$ cat config.mk
export PLATFORM = sky130hd
export DESIGN_NAME = ysyx_23060236_ifu
export DESIGN_NICKNAME = d
export VERILOG_FILES = /design/src/rtl/ysyx_23060236_ifu.sv
export SDC_FILE = /design/constraint.sdc
export NUM_CORES = 1
export LEC_CHECK = 0
export CELL_PAD_IN_SITES_DETAIL_PLACEMENT = 0
export CELL_PAD_IN_SITES_GLOBAL_PLACEMENT = 1
export CORE_UTILIZATION = 31
export DETAILED_ROUTE_END_ITERATION = 10
export GPL_ROUTABILITY_DRIVEN = 0
export PLACE_DENSITY_LB_ADDON = 0.08
export SYNTH_ARGS = -nofsm -noshare
export SYNTH_HDL_FRONTEND = slang
export SYNTH_SLANG_ARGS = --single-unit
$ cat constraint.sdc
create_clock -name clock -period 2.1 [get_ports clock]
set_clock_uncertainty 0.1 [all_clocks]
set_input_delay 0.42 -clock clock [delete_from_list [all_inputs] [get_ports clock]]
set_output_delay 0.42 -clock clock [all_outputs]
set_load 0.05 [all_outputs]
$ cat src/rtl/ysyx_23060236_ifu.sv
// Instruction fetch stage: one-outstanding fetch on a valid/ready memory port,
// registered handoff to the IDU, redirect on jump_wrong with stale-response discard.
module ysyx_23060236_ifu #(
  parameter logic [31:0] RESET_PC = 32'h3000_0000
) (
  input  logic        clock,
  input  logic        reset,
  input  logic        jump_wrong,
  input  logic [31:0] jump_target,
  output logic        mem_req_valid,
  input  logic        mem_req_ready,
  output logic [31:0] mem_req_addr,
  input  logic        mem_resp_valid,
  input  logic [31:0] mem_resp_data,
  output logic [31:0] in,
  output logic [31:0] pc,
  output logic        idu_valid,
  input  logic        idu_ready
);

  localparam int unsigned XLEN = 32;

  typedef enum logic [1:0] {
    IDLE = 2'd0,
    REQ  = 2'd1,
    WAIT = 2'd2,
    HOLD = 2'd3
  } state_e;

  state_e            state_q, state_d;
  logic [XLEN-1:0]   pc_fetch_q, pc_fetch_d;
  logic [XLEN-1:0]   in_q, in_d;
  logic [XLEN-1:0]   pc_q, pc_d;
  logic              idu_valid_q, idu_valid_d;
  logic              mem_req_valid_q, mem_req_valid_d;
  logic              discard_q, discard_d;

  // State register
  always_ff @(posedge clock or negedge reset) begin
    if (!reset) begin
      state_q         <= IDLE;
      pc_fetch_q      <= RESET_PC;
      in_q            <= '0;
      pc_q            <= '0;
      idu_valid_q     <= 1'b0;
      mem_req_valid_q <= 1'b0;
      discard_q       <= 1'b0;
    end else begin
      state_q         <= state_d;
      pc_fetch_q      <= pc_fetch_d;
      in_q            <= in_d;
      pc_q            <= pc_d;
      idu_valid_q     <= idu_valid_d;
      mem_req_valid_q <= mem_req_valid_d;
      discard_q       <= discard_d;
    end
  end

  // Next-state and registered-output logic
  always_comb begin
    state_d    = state_q;
    pc_fetch_d = pc_fetch_q;
    in_d       = in_q;
    pc_d       = pc_q;
    discard_d  = discard_q;

    unique case (state_q)
      IDLE: state_d = REQ;
      REQ: begin
        if (mem_req_ready) state_d = WAIT;
      end
      WAIT: begin
        if (mem_resp_valid) begin
          if (discard_q) begin
            discard_d = 1'b0;
            state_d   = REQ;
          end else begin
            in_d    = mem_resp_data;
            pc_d    = pc_fetch_q;
            state_d = HOLD;
          end
        end
      end
      HOLD: begin
        if (idu_ready) begin
          pc_fetch_d = pc_fetch_q + XLEN'(4);
          state_d    = REQ;
        end
      end
    endcase

    // Redirect overrides everything; an in-flight request must have its response dropped
    if (jump_wrong) begin
      pc_fetch_d = jump_target & ~XLEN'(3);
      in_d       = in_q;
      pc_d       = pc_q;
      unique case (state_q)
        WAIT: begin
          if (mem_resp_valid) begin
            discard_d = 1'b0;
            state_d   = REQ;
          end else begin
            discard_d = 1'b1;
            state_d   = WAIT;
          end
        end
        REQ: begin
          if (mem_req_ready) begin
            discard_d = 1'b1;
            state_d   = WAIT;
          end else begin
            state_d = REQ;
          end
        end
        default: state_d = REQ;
      endcase
    end

    idu_valid_d     = (state_d == HOLD);
    mem_req_valid_d = (state_d == REQ);
  end

  assign mem_req_valid = mem_req_valid_q;
  assign mem_req_addr  = pc_fetch_q;
  assign in            = in_q;
  assign pc            = pc_q;
  assign idu_valid     = idu_valid_q;

endmodule

======== Word-level counts from Yosys, hierarchy flattened ========
Index checks and enable logic that the tools add are counted.
word-level totals
  word-level logic and storage cells ...... 38
  bits in latches ......................... 0
  output and inout bits ................... 98
  memories kept ........................... 0
  memory bits (read-only) ................. 0
  bits in registers ....................... 101
  memory bits (writable) .................. 0
cells by class
  $add $sub $neg .......................... 1
  mux-type cells .......................... 18
  multiply operators ...................... 0
  shift operators ......................... 0
  magnitude comparators ................... 0
  equality and inequality tests ........... 5
  reductions and logical operators ........ 5
  bitwise operators ....................... 2
  divide/modulo/power cells ............... 0
operator list
  kind                                           count
  2-to-1 mux 32 bit                              3
  adder 32 x 3 -> 32 bit, second input constant  1
  2-to-1 mux 2 bit                               7
  one-hot mux 2 bit (4 select lines)             1
  == test 2 bit, second input constant           3
  2-to-1 mux 1 bit                               5
  == test 2 x 1 -> 1 bit, second input constant  2
  one-hot mux 2 bit (2 select lines)             1
  AND reduction 4 bit                            1
  nonzero test 2 bit                             2
  logical NOT 2 bit                              1
  NOT 1 bit                                      2
  one-hot mux 1 bit (2 select lines)             1
  AND reduction 2 bit                            1

======== Logic depth before layout (Yosys ltp) ========
  word-level depth ........................ 5
  mapped depth ............................ 6
  mapped depth without buffers ............ 6

======== Worst setup path before layout ========
OpenSTA, ideal clock, no wires.
  path kind ............................... register -> register
  from .................................... reg pc_fetch_q[3] (netlist: mem_req_addr[3])
  to ...................................... reg pc_fetch_q[28] (netlist: mem_req_addr[28])
  stages on the path, launching flop included .. 7
  slack ................................... -308 ps
  period minus slack after synthesis ...... 2408 ps
  buffers on the path ..................... 1
  arrival ................................. 2231 ps
  setup time .............................. 77 ps
  path through ............................ dfrtp_1 -> ha_1 -> and4_1 -> nand3_1 -> clkbuf_1 -> or4_1 -> a31oi_1
between the ends
  longest elaborated chain between the ends .. 4
ends and longest elaborated chain
  item                    RTL line  text
  start, declared         31        logic [XLEN-1:0] pc_fetch_q, pc_fetch_d;
  start signal, assigned  50        pc_fetch_q <= pc_fetch_d;
  adder 32 x 3 -> 32 bit  86        pc_fetch_d = pc_fetch_q + XLEN'(4);
  2-to-1 mux 32 bit       85        if (idu_ready) begin
  2-to-1 mux 32 bit       67        unique case (state_q)
  2-to-1 mux 32 bit       93        if (jump_wrong) begin
Every way passes these cells. The select of a mux whose other input is x is not followed.
A chain may end at the register's enable or synchronous reset.

======== Final worst setup path ========
  from .................................... reg pc_q[29] (netlist: pc[29])
  to ...................................... out pc[29]
RTL lines
  item                    RTL line  text
  start, declared         33        logic [XLEN-1:0] pc_q, pc_d;
  start signal, assigned  52        pc_q <= pc_d;
  end, declared           16        output logic [31:0] pc,
No word-level cell between the ends.

==> flow_summary.json <==
{
  "highest_layer": "met4",
  "syn_area_um2": 4450,
  "final_cell_mix": "clkdlybuf4s50_1 (128), dfrtp_1 (75), mux2_2 (63), buf_4 (63), nand2_1 (27)",
  "maxSlewHeadroom": 0.640,
  "finalWirelength_um": 11900,
  "die_area_um2": 14800,
  "p_per_area_nw_per_um2": 1360,
  "drv_cap": 0,
  "initial_core_util": 0.319,
  "synth_cell_types": 44,
  "wl_met1_um": 5330,
  "io_pins": 168,
  "outcome": "finished clean",
  "hold_path_class": "flop to flop",
  "vias_per_cell": 4.87,
  "synth.area.top_cells": "dfrtp_1 (53%), mux2_2 (16%), nand2_1 (2.3%)",
  "grt_max_degree": 40,
  "power_leakage_nw": 2.92,
  "cp-end-kind": "output port",
  "cts.sinks": 97,
  "max_stage_delay_ps": 830,
  "crit_slowest_cell": "clkdlybuf4s50_1",
  "area_delta_synth_final_pct": 54.1,
  "gr-total-overflow": 0,
  "num_vias": 3679,
  "syn_avg_cell_area_um2": 11.8,
  "yosysSeqAreaShare": 0.546,
  "core_um2": 13900,
  "dr_wl_met3_um": 581,
  "wire_per_inst_um": 15.7,
  "drtAntennaViolNets": 0,
  "numCtsBuffers": 9,
  "crit_path_cell_trace": "clkdlybuf4s50_1",
  "first_iter_violations": 102,
  "path_buf_inv": 1,
  "setup_ws_ps": 50.2,
  "max_freq_mhz": 488,
  "grt_usage": 0.164,
  "layout_commonest_cell": "clkdlybuf4s50_1",
  "cts_buffer_depth": 2,
  "critPathLaunchType": "flop",
  "ys_warn_count": 0,
  "worst_pin_slew_ps": 538,
  "yosysTopAreaCell": "dfrtp_1",
  "place_hpwl_um": 9000,
  "drc": 0,
  "worstSetupPathType": "flop to output port",
  "cts_tree": "yes",
  "die_x_um": 122,
  "wl_met2_um": 5770,
  "synthesis.instances": 377,
  "drive_gt1_frac": 0.306,
  "setup_viol": 0,
  "io_buffer_count": 161,
  "pre_cts_ws_ps": -239,
  "grt_pass1_wl_um": 18500,
  "drv_slew": 0,
  "clk_latency_ps": 350,
  "rsz0062_at_grt": "false",
  "placed_cell_area_um2": 6500,
  "crit_required_ps": 1580,
  "antenna_found_initial": 0,
  "peakVddDrop_uv": 635,
  "period_share": 0.976,
  "crit_family": "buffers and inverters",
  "fin_crit_ps": 2050,
  "cts_max_level": 3,
  "arrival_ps": 1530,
  "cp_max_fo": 2,
  "final_area_um2": 6850,
  "finish.utilization": 0.492,
  "clock-root-buffer": "clkbuf_16",
  "synth_top_area_frac": 0.535,
  "ys_ff_latch": 97,
  "clk_pin_slew_worst_paths_ps": 70,
  "row_count": 43,
  "grt_pass1_vias": 3603,
  "hold_viol": 0,
  "nNetsFinal": 646,
  "drt_first_pass_iters": 4,
  "die_h_um": 122,
  "diodes": 0
}
report_power, final:
| group | leakage (nW) | internal [mW] | switching (mW) |
|---|---|---|---|
| combinational | 1.57 | 1.73 | 2.96 |
| clock | 0.153 | 0.995 | 0.733 |
| sequential | 1.20 | 2.52 | 0.369 |
| total | 2.92 | 5.24 | 4.06 |
cell families after synthesis:
logic type,after synthesis,synth area share
xor+xnor,10,0.0197
fa+ha+maj,6,0.0169
simple gates,111,0.137
compound gates,57,0.0847
buf+inv,31,0.0324
other cells,1,0.000843
mux,64,0.162
flops,97,0.546
state kept, by name (all words and copies together) (netlist names):
| register | flops |
|---|---|
| discard_q | 1 |
| idu_valid | 1 |
| in | 32 |
| mem_req_addr | 30 |
| mem_req_valid | 1 |
| pc | 30 |
| state_q | 2 |
layer usage:
metal | global-route usage | up-vias
met5 | 0 | -
met4 | 0.0625 | 0
met3 | 0.0295 | 12
met2 | 0.269 | 112
met1 | 0.213 | 1784
li1 | - | 1771
Yosys cell counts (all sizes together):
cell / instances
a211o: 1
a21oi: 4
a221oi: 1
a311oi: 1
a31oi: 13
a32o: 2
a32oi: 1
and2: 1
and3: 4
and4: 5
buf: 10
clkbuf: 12
conb: 1
dfrtp: 95
dfstp: 2
ha: 6
inv: 9
mux2: 63
mux2i: 1
nand2: 27
nand2b: 3
nand3: 16
nand3b: 2
nand4: 10
nor2: 17
nor3: 6
nor4: 2
nor4b: 1
o211ai: 3
o21ai: 16
o21ba: 1
o22ai: 1
o31a: 3
o31ai: 10
or2: 1
or3: 3
or4: 13
xnor2: 2
xor2: 8
cell type report:
cell class / instances / area (µm²)
Multi-Input combinational cell: 252 / 1940
Tap cell: 180 / 225
Timing Repair Buffer: 201 / 1890
Clock buffer: 11 / 253
Inverter: 9 / 33.8
Sequential cell: 97 / 2460
Clock inverter: 5 / 60.1
Fill cell: 1298 / 7080
final timing paths:
| check | slack (ps) | start | to | cells past startpoint |
|---|---|---|---|---|
| max | 50 | pc[29]$_DFFE_PN0P_ | pc[29] | 1 |
| min | 410 | in[0]$_DFFE_PN0P_ | in[0]$_DFFE_PN0P_ | 1 |
| max reg2reg | 80 | mem_req_addr[28]$_DFFE_PN1N_ | mem_req_addr[31]$_DFFE_PN0N_ | 4 |
| min reg2reg | 410 | in[0]$_DFFE_PN0P_ | in[0]$_DFFE_PN0P_ | 1 |
| max in group asynchronous | 770 | reset | mem_req_addr[28]$_DFFE_PN1N_ | 3 |
| min in group asynchronous | 490 | reset | pc[21]$_DFFE_PN0P_ | 2 |
per-stage QoR:
stage / hold WS [ps] / power (mW) / std cells / TNS (ps)
after floorplan: 24.4 / 5.92 / 380 / 0
after global placement: 334 / 7.58 / 737 / -2650
after detailed placement: 334 / 7.65 / 737 / -3340
after CTS: 410 / 9.40 / 754 / 0
after global routing: 419 / 9.71 / 755 / 0
final: 405 / 9.30 / 755 / 0
timing repair:
action,in CTS,in global routing
setup endpoints to repair,4,8
setup buffers,0,1
resized for setup,4,5
endpoints found under the hold margin,33,0
hold buffers,1,0
worst register-to-register path: stages, from the launching register on:
cell and delay (ps):
dfstp_2 580, nand4_1 130, or4_1 510, or4_1 540
nand3_1 100
Power figures use the tool's default switching activity.
==> RTL edit: new RTL, config.mk and constraints unchanged <==
Set the parameter `RESET_PC` to 32'h20000000 (it was 32'h3000_0000).
--- a/src/rtl/ysyx_23060236_ifu.sv
+++ b/src/rtl/ysyx_23060236_ifu.sv
@@ -3,3 +3,3 @@
 module ysyx_23060236_ifu #(
-  parameter logic [31:0] RESET_PC = 32'h3000_0000
+  parameter logic [31:0] RESET_PC = 32'h20000000
 ) (
Check against the original RTL: not equivalent (Yosys sat finds a counterexample within 4 cycles, from zero or initial values and one cycle with reset low).
==> RTL edit against the original RTL <==
Combinational power about the same; worst setup slack gained 0.019 ns; routed wire length shrank 0.15%; design area rose by 0.13%; power shrank 0.48%; synthesized area hardly changed; cell count increased by 0.26%; synthesized cell count is the same; sequential power about the same; sequential cell count did not move; die area hardly changed; highest routed layer unchanged.
==> RTL edit: results (changes against the original RTL) <==
Status
  – Status: finished, final reports clean (unchanged)

Routing
  – Initial DRC Count: 129 (was 102)
  – Routed wire length: 11.8 mm (was 11.9 mm)
  – Routed vias/inst: 4.83 (was 4.87)
  – 1st-pass router iterations: 4 (unchanged)

Setup path
  – Reg2reg path depth: 6 (was 4)
  – Crit path DAT: 1.51 ns (was 1.53 ns)
  – Crit-path max cell delay: 0.82 ns
  – Delay-heaviest family, CP: buffers and inverters (unchanged)
  – Slowest CP cell: clkdlybuf4s50_1 (unchanged)

Synthesis
  – Synth warn: 0 (unchanged)
  – Post-synthesis sequential area ratio: 54.6% (about the same)
  – Async S/R FF share, synth: 100% (unchanged)
  – Synth top area cells: dfrtp_1 54%, mux2_2 16%, nand2_1 2.3%, or4_1 2.2%, a31oi_1 1.8% (was dfrtp_1 53%, mux2_2 16%, nand2_1 2.3%, or4_1 2.2%, a31oi_1 1.8%)
  – Count of cell types in the netlist: 44 (unchanged)
  – Most used DFF post-synth: dfrtp_1 (unchanged)
  – Most common library cells after synthesis: 96 x dfrtp_1, 63 x mux2_2, 27 x nand2_1 (was 95 x dfrtp_1, 63 x mux2_2, 27 x nand2_1)

Global route
  – Vias in the first global route: 3,702 (was 3,603)
  – Initial antenna violation count: 0 (unchanged)
  – Global-route wire length before repair: 18.7 mm (was 18.5 mm)
  – Largest net degree at the start of global routing: 37 (was 40)
  – Tot GR Track Use: 16.4% (about the same)

Final layout
  – Fillcell total: 1,299 (was 1,298)
  – Layout Nets: 648 (was 646)
  – Layout cells sized above 1: 30.5% (was 30.6%)
  – Final instance area: 0.00686 mm2 (was 0.00685 mm2)
  – Total inserted antenna cells: 0 (unchanged)
  – Max FFs per register: 32 (unchanged)

Clocking
  – CTS Buf Count: 9 (unchanged)
  – Clk Latency, worst-skew pair: about 0.34 ns
  – Worst-path clk slew: 0.07 ns (about the same)
  – Max Root-Sink Buffers: 2 (unchanged)
  – Htree depth: 3 (unchanged)
  – Root Driver: clkbuf_16 (unchanged)

Power and ir drop
  – Leakage: 2.92 nW (about the same)
  – Peak VDD IR: 0.655 mV (was 0.635 mV)
  – Internal: 0.00521 W (was 0.00524 W)

Min path
  – Hold Path Stages: 1 (unchanged)
  – HP Class: register to register (unchanged)

Timing
  – Max_slew headroom: 64.0% (about the same)

Placement
  – # port buffers: 161 (unchanged)
  – Post-placement setup slack: -0.263 ns (was -0.239 ns)
  – HPWL reported at the end of detailed placement: 8.82 mm (was 9.00 mm)
  – Post-Place Cell Area: 0.00653 mm2 (was 0.00650 mm2)
RTL edit: logic make-up after synthesis:
logic type | share of synthesized area (%)
other | 0.0844
AO/OA/AOI/OAI | 8.47
flip-flops | 54.6
AND/OR/NAND/NOR | 13.7
buffers and inverters | 3.24
XOR/XNOR | 1.97
adder cells (fa/ha/maj) | 1.69
multiplexers | 16.2
RTL edit: area by class of cell:
class                   instances  share of cell area, %
clock buffers                  12                   3.59
clock inverters                 4                  0.766
inverters                       9                  0.492
multi-input cells             252                   28.2
flip-flops and latches         97                   35.8
well taps                     180                   3.28
repair buffers                203                   27.9
RTL edit: what timing repair did:
item,4_1_cts,5_1_grt
endpoints found under the hold margin,32,0
buffers inserted,0,0
pin swaps,0,0
resized for setup,4,6
endpoints found under the setup margin,4,11
hold buffers,1,0
RTL edit: layer usage:
metal	vias up	share of wire, %	global-route usage [%]
li1	1770	-	-
met1	1768	46	21.6
met2	112	48	26.7
met3	10	4.5	3.00
met4	0	1.3	6.33
met5	-	0	0
RTL edit: power groups by stage:
stage               combinational, W  clock (W)  sequential [W]
floorplan                   0.000844          0         0.00508
global placement             0.00470          0         0.00288
detailed placement           0.00473          0         0.00291
CTS                          0.00474    0.00173         0.00288
global route                 0.00492    0.00180         0.00297
finish                       0.00470    0.00168         0.00288
RTL edit: worst paths after layout:
path / from / end / slack [ns]
max in group asynchronous: reset / mem_req_addr[29] / 0.79
worst max-delay path: pc[31] / pc[31] / 0.07
worst min-delay path: pc[23] / pc[23] / 0.40
worst min register to register: pc[23] / pc[23] / 0.40
min in group asynchronous: reset / pc[19] / 0.49
worst max register to register: state_q[0] / mem_req_addr[18] / 0.10
RTL edit: metrics by stage:
| step | std cells | power [W] |
|---|---|---|
| floorplan | 380 | 0.00592 |
| global placement | 740 | 0.00759 |
| detailed placement | 740 | 0.00765 |
| CTS | 757 | 0.00935 |
| global route | 757 | 0.00969 |
| finish | 757 | 0.00925 |
